--- config.mk ---
export PLATFORM = sky130hd
export DESIGN_NAME = game_flow_ctrl
export DESIGN_NICKNAME = d
export VERILOG_FILES = /design/src/rtl/game_flow_ctrl.sv
export SDC_FILE = /design/constraint.sdc
export NUM_CORES = 1
export LEC_CHECK = 0
export CORE_UTILIZATION = 54
export CTS_CLUSTER_DIAMETER = 80
export DETAILED_ROUTE_END_ITERATION = 7
export PLACE_DENSITY = 0.76
export SYNTH_ARGS = -nofsm -noshare
export SYNTH_HDL_FRONTEND = slang
export SYNTH_SLANG_ARGS = --single-unit
--- constraint.sdc ---
create_clock -name clk -period 2.65 [get_ports clk]
set_input_delay 0.265 -clock clk [delete_from_list [all_inputs] [get_ports clk]]
set_output_delay 0.265 -clock clk [all_outputs]
set_load 0.02 [all_outputs]
--- src/rtl/game_flow_ctrl.sv ---
// Screen and gameplay flow controller: title menu, three stages with
// key/light/door objectives, lives with hit invulnerability, result screens.
module game_flow_ctrl #(
    parameter int HOLD_CYCLES = 50_000_000,
    parameter int START_HEART = 3
) (
    input  logic       clk,
    input  logic       rst_n,
    input  logic       btn_up,
    input  logic       btn_down,
    input  logic       btn_sel,
    input  logic       ev_key,
    input  logic       ev_light,
    input  logic       ev_door,
    input  logic       ev_hit,
    output logic [3:0] state,
    output logic [1:0] key_find,
    output logic [1:0] heart,
    output logic [1:0] todo,
    output logic [3:0] play_valid,
    output logic [1:0] cursor,
    output logic       busy
);

    localparam int TW = (HOLD_CYCLES > 1) ? $clog2(HOLD_CYCLES) : 1;
    localparam logic [TW-1:0] LOAD = TW'(HOLD_CYCLES - 1);
    localparam logic [TW-1:0] ONE = TW'(1);
    localparam logic [1:0] HEART0 = 2'(START_HEART);

    typedef enum logic [3:0] {
        S_TITLE    = 4'd0,
        S_STAFF    = 4'd1,
        S_STAGE1   = 4'd2,
        S_SUCCESS1 = 4'd3,
        S_STAGE2   = 4'd4,
        S_SUCCESS2 = 4'd5,
        S_STAGE3   = 4'd6,
        S_SUCCESS3 = 4'd7,
        S_FAIL     = 4'd8
    } state_t;

    typedef enum logic [1:0] {
        T_NONE  = 2'd0,
        T_KEY   = 2'd1,
        T_LIGHT = 2'd2,
        T_DOOR  = 2'd3
    } todo_t;

    state_t        r_state;
    logic [1:0]    r_cursor;
    logic [1:0]    r_key;
    logic [1:0]    r_heart;
    todo_t         r_todo;
    logic          r_pv2;
    logic          r_pv3;
    logic          r_busy;
    logic          r_entry;
    logic [TW-1:0] r_lock;
    logic [TW-1:0] r_hit;
    logic [1:0]    r_stage;

    state_t     w_next;
    logic [1:0] w_cursor;
    logic [3:0] w_pv;
    logic       w_btn_ok;
    logic       w_up;
    logic       w_down;
    logic       w_sel;
    logic       w_in_stage;
    logic       w_door_acc;
    logic       w_hit_acc;
    logic       w_key_acc;
    logic       w_light_acc;
    logic       w_change;
    logic       w_enter_stage;
    state_t     w_retry;
    state_t     w_pick;
    todo_t      w_first_todo;
    logic [1:0] w_next_stage;

    always_comb begin
        w_pv     = {r_pv3, r_pv2, 2'b10};
        w_btn_ok = !r_busy && !r_entry;
        w_up     = btn_up && w_btn_ok;
        w_down   = btn_down && w_btn_ok;
        w_sel    = btn_sel && w_btn_ok;

        w_in_stage = (r_state == S_STAGE1) || (r_state == S_STAGE2) ||
                     (r_state == S_STAGE3);

        // an accepted door completes the stage and masks a same-cycle hit
        w_door_acc  = w_in_stage && ev_door && (r_todo == T_DOOR);
        w_hit_acc   = w_in_stage && ev_hit && (r_hit == '0) &&
                      (r_heart != 2'd0) && !w_door_acc;
        w_key_acc   = w_in_stage && ev_key && (r_todo == T_KEY) &&
                      (r_key != 2'd3);
        w_light_acc = w_in_stage && ev_light && (r_todo == T_LIGHT);
    end

    always_comb begin
        w_retry = S_STAGE1;
        unique case (r_stage)
            2'd2:    w_retry = S_STAGE2;
            2'd3:    w_retry = S_STAGE3;
            default: w_retry = S_STAGE1;
        endcase
        w_pick = S_STAGE1;
        unique case (r_cursor)
            2'd1:    w_pick = S_STAGE2;
            2'd2:    w_pick = S_STAGE3;
            default: w_pick = S_STAGE1;
        endcase
    end

    always_comb begin
        w_next   = r_state;
        w_cursor = r_cursor;
        unique case (r_state)
            S_TITLE: begin
                if (w_sel)
                    w_next = w_pick;
                else if (w_down && (r_cursor < 2'd2) && w_pv[r_cursor + 2'd2])
                    w_cursor = r_cursor + 2'd1;
                else if (w_up && (r_cursor != 2'd0))
                    w_cursor = r_cursor - 2'd1;
            end
            S_STAGE1, S_STAGE2, S_STAGE3: begin
                if (w_door_acc)
                    w_next = state_t'(r_state + 4'd1);
                else if (w_hit_acc && (r_heart == 2'd1))
                    w_next = S_FAIL;
            end
            S_SUCCESS1, S_SUCCESS2, S_FAIL: begin
                if (w_sel) begin
                    if (r_cursor != 2'd0)
                        w_next = S_TITLE;
                    else if (r_state == S_FAIL)
                        w_next = w_retry;
                    else
                        w_next = state_t'(r_state + 4'd1);
                end else if (w_down) begin
                    w_cursor = 2'd1;
                end else if (w_up) begin
                    w_cursor = 2'd0;
                end
            end
            S_SUCCESS3: begin
                if (w_sel)
                    w_next = S_STAFF;
            end
            S_STAFF: begin
                if (w_sel)
                    w_next = S_TITLE;
            end
            default: w_next = S_TITLE;
        endcase
    end

    always_comb begin
        w_change      = (w_next != r_state);
        w_enter_stage = (w_next == S_STAGE1) || (w_next == S_STAGE2) ||
                        (w_next == S_STAGE3);
        w_first_todo  = (w_next == S_STAGE2) ? T_LIGHT : T_KEY;
        w_next_stage  = 2'd1;
        unique case (w_next)
            S_STAGE2: w_next_stage = 2'd2;
            S_STAGE3: w_next_stage = 2'd3;
            default:  w_next_stage = 2'd1;
        endcase
    end

    always_ff @(posedge clk or negedge rst_n) begin
        if (!rst_n) begin
            r_state  <= S_TITLE;
            r_cursor <= 2'd0;
            r_key    <= 2'd0;
            r_heart  <= 2'd0;
            r_todo   <= T_NONE;
            r_pv2    <= 1'b0;
            r_pv3    <= 1'b0;
            r_busy   <= 1'b0;
            r_entry  <= 1'b0;
            r_lock   <= '0;
            r_hit    <= '0;
            r_stage  <= 2'd1;
        end else begin
            r_state <= w_next;
            r_entry <= w_change;

            if (w_change) begin
                r_cursor <= 2'd0;
                r_lock   <= LOAD;
                r_busy   <= 1'b1;
            end else begin
                r_cursor <= w_cursor;
                r_lock   <= (r_lock != '0) ? r_lock - ONE : '0;
                r_busy   <= (r_lock != '0);
            end

            if (w_change && w_enter_stage)
                r_hit <= '0;
            else if (w_hit_acc)
                r_hit <= LOAD;
            else if (r_hit != '0)
                r_hit <= r_hit - ONE;

            if (w_change && w_enter_stage) begin
                r_key   <= 2'd0;
                r_heart <= HEART0;
                r_todo  <= w_first_todo;
                r_stage <= w_next_stage;
            end else begin
                if (w_key_acc)
                    r_key <= r_key + 2'd1;
                if (w_hit_acc)
                    r_heart <= r_heart - 2'd1;
                if (w_change)
                    r_todo <= T_NONE;
                else if (w_key_acc && (r_key == 2'd2))
                    r_todo <= T_DOOR;
                else if (w_light_acc)
                    r_todo <= T_KEY;
            end

            if (w_door_acc && (r_state == S_STAGE1))
                r_pv2 <= 1'b1;
            if (w_door_acc && (r_state == S_STAGE2))
                r_pv3 <= 1'b1;
        end
    end

    assign state      = r_state;
    assign key_find   = r_key;
    assign heart      = r_heart;
    assign todo       = r_todo;
    assign play_valid = w_pv;
    assign cursor     = r_cursor;
    assign busy       = r_busy;

endmodule

## Word level (Yosys, flattened, before mapping)

Cells that the tools add are included.

- Bits in registers: 70
- Input bits: 9
- Output and inout port bits: 17
- Logic and storage cells: 129

- $add $sub $neg: 8
- Magnitude comparators: 2
- Equal/unequal tests: 26
- Muxes and demuxes: 37
- Reduce and logical (&&, ||, !) cells: 44

Operator list:

| cell | number |
|---|---|
| $mux 26 | 5 |
| $reduce_bool 26->1 | 2 |
| $sub 26x1->26 const B | 2 |
| $mux 2 | 16 |
| $mux 4 | 8 |
| $logic_not 26->1 | 1 |
| $eq 4x3->1 const B | 6 |
| $logic_and 1x1->1 | 23 |
| $pmux 4 s5 | 1 |
| $eq 2x2->1 const B | 6 |
| $eq 4x2->1 const B | 3 |
| $pmux 3 s2 | 2 |
| $ne 4x4->1 const B | 2 |
| $pmux 2 s2 | 2 |
| $reduce_bool 2->1 | 4 |
| $eq 2x1->1 const B | 3 |
| $ne 3x3->1 const B | 2 |
| $reduce_bool 3->1 | 2 |
| $reduce_or 3->1 | 2 |
| $reduce_and 5->1 | 1 |
| $add 2x1->2 const B | 2 |
| $add 4x1->4 const B | 1 |
| $eq 4x1->1 const B | 1 |
| $eq 4x4->1 const B | 1 |
| 12 further kinds | 19 |

## Logic depth before layout (Yosys ltp)

- Depth after elaboration: 16
- Gate-level depth with buffers: 12

## Worst setup path after synthesis

No wires, ideal clock.

- Path type: reg2reg
- From: register r_state[0], in the netlist state[0]
- To: register r_lock[25]
- Data arrival time: 2.729 ns
- Slack: -0.208 ns
- Stages on the path, launching flop included: 12
- Path buffers: 2
- Cells stage by stage: dfrtp_1 inv_1 ha_1 buf_2 a21o_1 nand4_1 nor4_1 or3_1 a221oi_4 and2_4 buf_4 nand3_1

- Word-level cells in the longest chain between the ends: 13

RTL lines:

| what | line | RTL |
|---|---|---|
| start: declaration | 49 | `state_t r_state;` |
| start signal: assignment | 187 | `r_state <= w_next;` |
| $eq 4x2->1 / $eq 4x3->1 (equally long branches) | 88, 118 |  |
| $logic_or 1x1->1 (2 in a row) | 88 | `w_in_stage = (r_state == S_STAGE1) \|\| (r_state == S_STAGE2) \|\|` |
| $logic_and 1x1->1 (on tied branches) (2 in a row) | 93, 92 |  |
| $logic_and 1x1->1 / $logic_not 1->1 (equally long branches) | 93, 94 |  |
| $logic_and 1x1->1 | 94 | `(r_heart != 2'd0) && !w_door_acc;` |
| $logic_and 1x1->1 | 130 | `else if (w_hit_acc && (r_heart == 2'd1))` |
| $mux 4 | 130 |  |
| $mux 4 | 128 | `if (w_door_acc)` |
| $pmux 4 s5 | 118 | `unique case (r_state)` |
| $ne 4x4->1 * | 160 | `w_change = (w_next != r_state);` |
| $mux 26 * | 190 | `if (w_change) begin` |
| end signal: assignment | 196 | `r_lock <= (r_lock != '0) ? r_lock - ONE : '0;` |
| end: declaration | 58 | `logic [TW-1:0] r_lock;` |

Every way passes the cells marked *; elsewhere a longest branch is shown, timed or not.
A chain may end at the register's enable or synchronous reset.

## Final worst setup path

- From: register r_cursor[1], in the netlist cursor[1]
- To: register r_lock[25]

- Word-level cells in the longest chain between the ends: 6

RTL lines:

| what | line | RTL |
|---|---|---|
| start: declaration | 50 | `logic [1:0] r_cursor;` |
| start signal: assignment | 195 | `r_cursor <= w_cursor;` |
| $eq 2x2->1, or another cell as far along | 108 | `unique case (r_cursor)` |
| $pmux 3 s2 / $mux 4 (equally long branches) | 108, 135 |  |
| $mux 4 (on tied branches) | 120, 134 |  |
| $pmux 4 s5 * | 118 |  |
| $ne 4x4->1 * | 160 |  |
| $mux 26 * | 190 |  |

Marked as above.

==> results.cfg <==
[drt]
drt_pass1_iterations = 4
detail-route-antenna-nets = 0
wl_per_cell_um = 17.0
avgViaCountPerCell = 5.98
routed_wl_um = 10800
drt_iter0_drc = 239
vias = 3811
drc_errors = 0

[synth]
synthAdderAreaFrac_pct = 3.74
ys_seq_area_share_pct = 40.3
synth_top_family_by_area = simple AND/OR/NAND/NOR gates
synth_area_um2 = 4350
synth_warnings = 0
synth.area.mux_share_pct = 1.90
yosys_register_bits = 70
syn_inst = 446
synth_edf_count = 0
synth_compound_area_share_pct = 17.0
yosys.area_share.simple_pct = 23.7
syn_avg_cell_area_um2 = 9.76
synth.distinct_cells = 76
syn_nets = 468
synth_xor_area_share_pct = 8.65
ys.flop_type = dfrtp_1
postSynth.asyncResetShare_pct = 100

[timing]
slew-limit-headroom_pct = 59.8
fin_crit_ns = 2.63
setup_violations = 0
fmax_ghz = 0.380
drv_slew = 0
timing.hold.ws_ns = 0.440
worst_pin_slew_ns = 0.598
fin_skew_ns = 0.0148
rsz0062_at_grt = true
min_period_over_period_pct = 99.3
finalWorstSetupSlack_ns = 0.0178
final_hold_viol_count = 0

[pwr]
p_leak_nw = 2.17
peakVddDrop_v = 0.000347
p_per_area_nw_per_um2 = 541

[place]
gp_congestion = 0.905
preCtsSetupSlack_ns = -0.165
dp_hpwl_um = 7130
io_buffers = 23

[min_path]
hp-class = in2async

[setup_path]
path_class = reg2reg
max_stage_delay_ns = 0.41
crit_fanout = 5
r2r_slack_ns = 0.02
crit_slowest_cell = dfrtp_1
rr_worst_depth = 11
critPathBufInv = 3
cp.required_ns = 2.89
crit_path_cell_trace = inv_1, ha_1, nor4b_2, a32o_2, a31oi_4, a32o_2, a221oi_4, and2_4, buf_4, buf_4, nand3_1
crit_family = compound AO/OA/AOI/OAI gates
worstPathArrival_ns = 2.87
reg2reg_from = cursor[1]
crit_path_end_kind = flip-flop
cp-start-kind = flip-flop
regToRegEndpoint = r_lock[25]

[floorplanning]
ios = 26
start_util_pct = 56.0
die_width_um = 91.8
core_um2 = 7770
num_rows = 32
die_h_um = 91.8
die_area_um2 = 8420

[layout]
n_fill_cell = 552
final_nets = 552
multiInputGateArea_um2 = 2630
seqCellArea_um2 = 1760
drive_above_1_share_pct = 31.4
syn_to_final_growth_pct = 29.5
diodes = 0

[clock_tree]
numCtsBuffers = 9
clkLatencyLatePin_ns = 0.35
cts.sinks = 70
cts_buffer_depth = 2
root_buffer = clkbuf_8
cts_max_level = 3
cts_tree = yes
path_clk_slew_ns = 0.09

[global_route]
grt_pass1_wl_um = 16900
grt_max_degree = 30
antenna_found_initial = 0
grtUsageTotal_pct = 25.4
grt_pass1_vias = 3591
grt.overflow.total = 0

[outcome]
status = complete, no violations

[job]
drv_cap = 0
per-layer routing:
| layer | routed length, um | track usage, % | vias to the layer above |
|---|---|---|---|
| met3 | 415 | 4.81 | 19 |
| met5 | 0 | 0 | - |
| met1 | 4740 | 33.8 | 1894 |
| met2 | 5510 | 41.7 | 100 |
| li1 | - | - | 1798 |
| met4 | 146 | 8.72 | 0 |
cell type report:
cell class                      count  share of cell area, %
Multi-Input combinational cell    338                   46.7
Sequential cell                    70                   31.2
Timing Repair Buffer               93                   15.0
Tap cell                          102                   2.26
Clock buffer                        9                   2.20
Clock inverter                      7                   1.42
Inverter                           18                   1.20
how the worst max path moves through the flow:
stage	startpoint	end	cells after the start
6_report	cursor[1]	r_lock[25]	11
5_1_grt	state[1]	r_lock[10]	11
4_1_cts	state[1]	r_lock[7]	11
3_5_place_dp	btn_sel	r_hit[1]	9
3_3_place_gp	btn_sel	r_hit[3]	9
2_1_floorplan	state[0]	cursor[0]	11
registers in the layout, summed over array words and instances, names as in the netlist, 2 cells and up:
name	cells
heart	2
todo	2
key_find	2
r_hit	26
cursor	2
r_stage	2
state	4
r_lock	26
Yosys cell counts, drive strengths merged (9+ instances only):
cell type	n	area [um2]
a21oi	11	66.3
nand3	14	70.1
nor3	25	141
inv	18	67.6
nor2	40	150
xnor2	28	245
a211oi	19	158
ha	13	163
xor2	15	131
buf	14	109
dfrtp	69	1730
o21ai	32	201
nor4	15	136
nand2	25	93.8
or3	9	61.3
power by group:
group | internal, mW | leakage [nW] | switching (mW)
Sequential | 1.21 | 0.800 | 0.173
Combinational | 0.399 | 1.27 | 0.382
Clock | 0.444 | 0.0964 | 0.441
Total | 2.05 | 2.17 | 0.996
what timing repair did:
item,in CTS,in global routing
setup buffers,0,16
setup endpoints to repair,59,59
hold endpoints to repair,24,0
pin swaps,1,15
gates cloned,0,3
hold buffers,1,0
resized for setup,9,32
through the flow:
step           instance area (um2)  power, mW  cells  TNS [ns]  utilization (%)
2_1_floorplan                 4380       1.84    446         0                -
4_1_cts                       5260       2.99    618         0             67.7
3_5_place_dp                  4990       2.09    601     -5.68             64.3
6_report                      5640       3.05    637         0             72.6
5_1_grt                       5640       3.21    637    -0.841             72.6
3_3_place_gp                  4990       2.06    601     -3.92             64.3
cell families after synthesis:
family,after synthesis
other cells,2
fa+ha+maj,13
simple gates,175
xor+xnor,43
compound gates,97
mux,8
buf+inv,38
flops,70
layout by cell type (no fill, tap or decap), types with 10 or more instances in the layout:
| cell | netlist | routed |
|---|---|---|
| o21ai_0 | 18 | 17 |
| nand2_1 | 25 | 25 |
| xnor2_1 | 28 | 27 |
| o21ai_2 | 11 | 11 |
| a211oi_2 | 3 | 10 |
| a21oi_1 | 10 | 10 |
| nand3_1 | 14 | 14 |
| inv_1 | 15 | 13 |
| dfrtp_1 | 69 | 64 |
| xor2_1 | 15 | 15 |
| nor3_1 | 23 | 20 |
| clkdlybuf4s50_1 | 0 | 22 |
| buf_4 | 6 | 62 |
| nor2_1 | 40 | 40 |
Power figures use the tool's default switching activity.
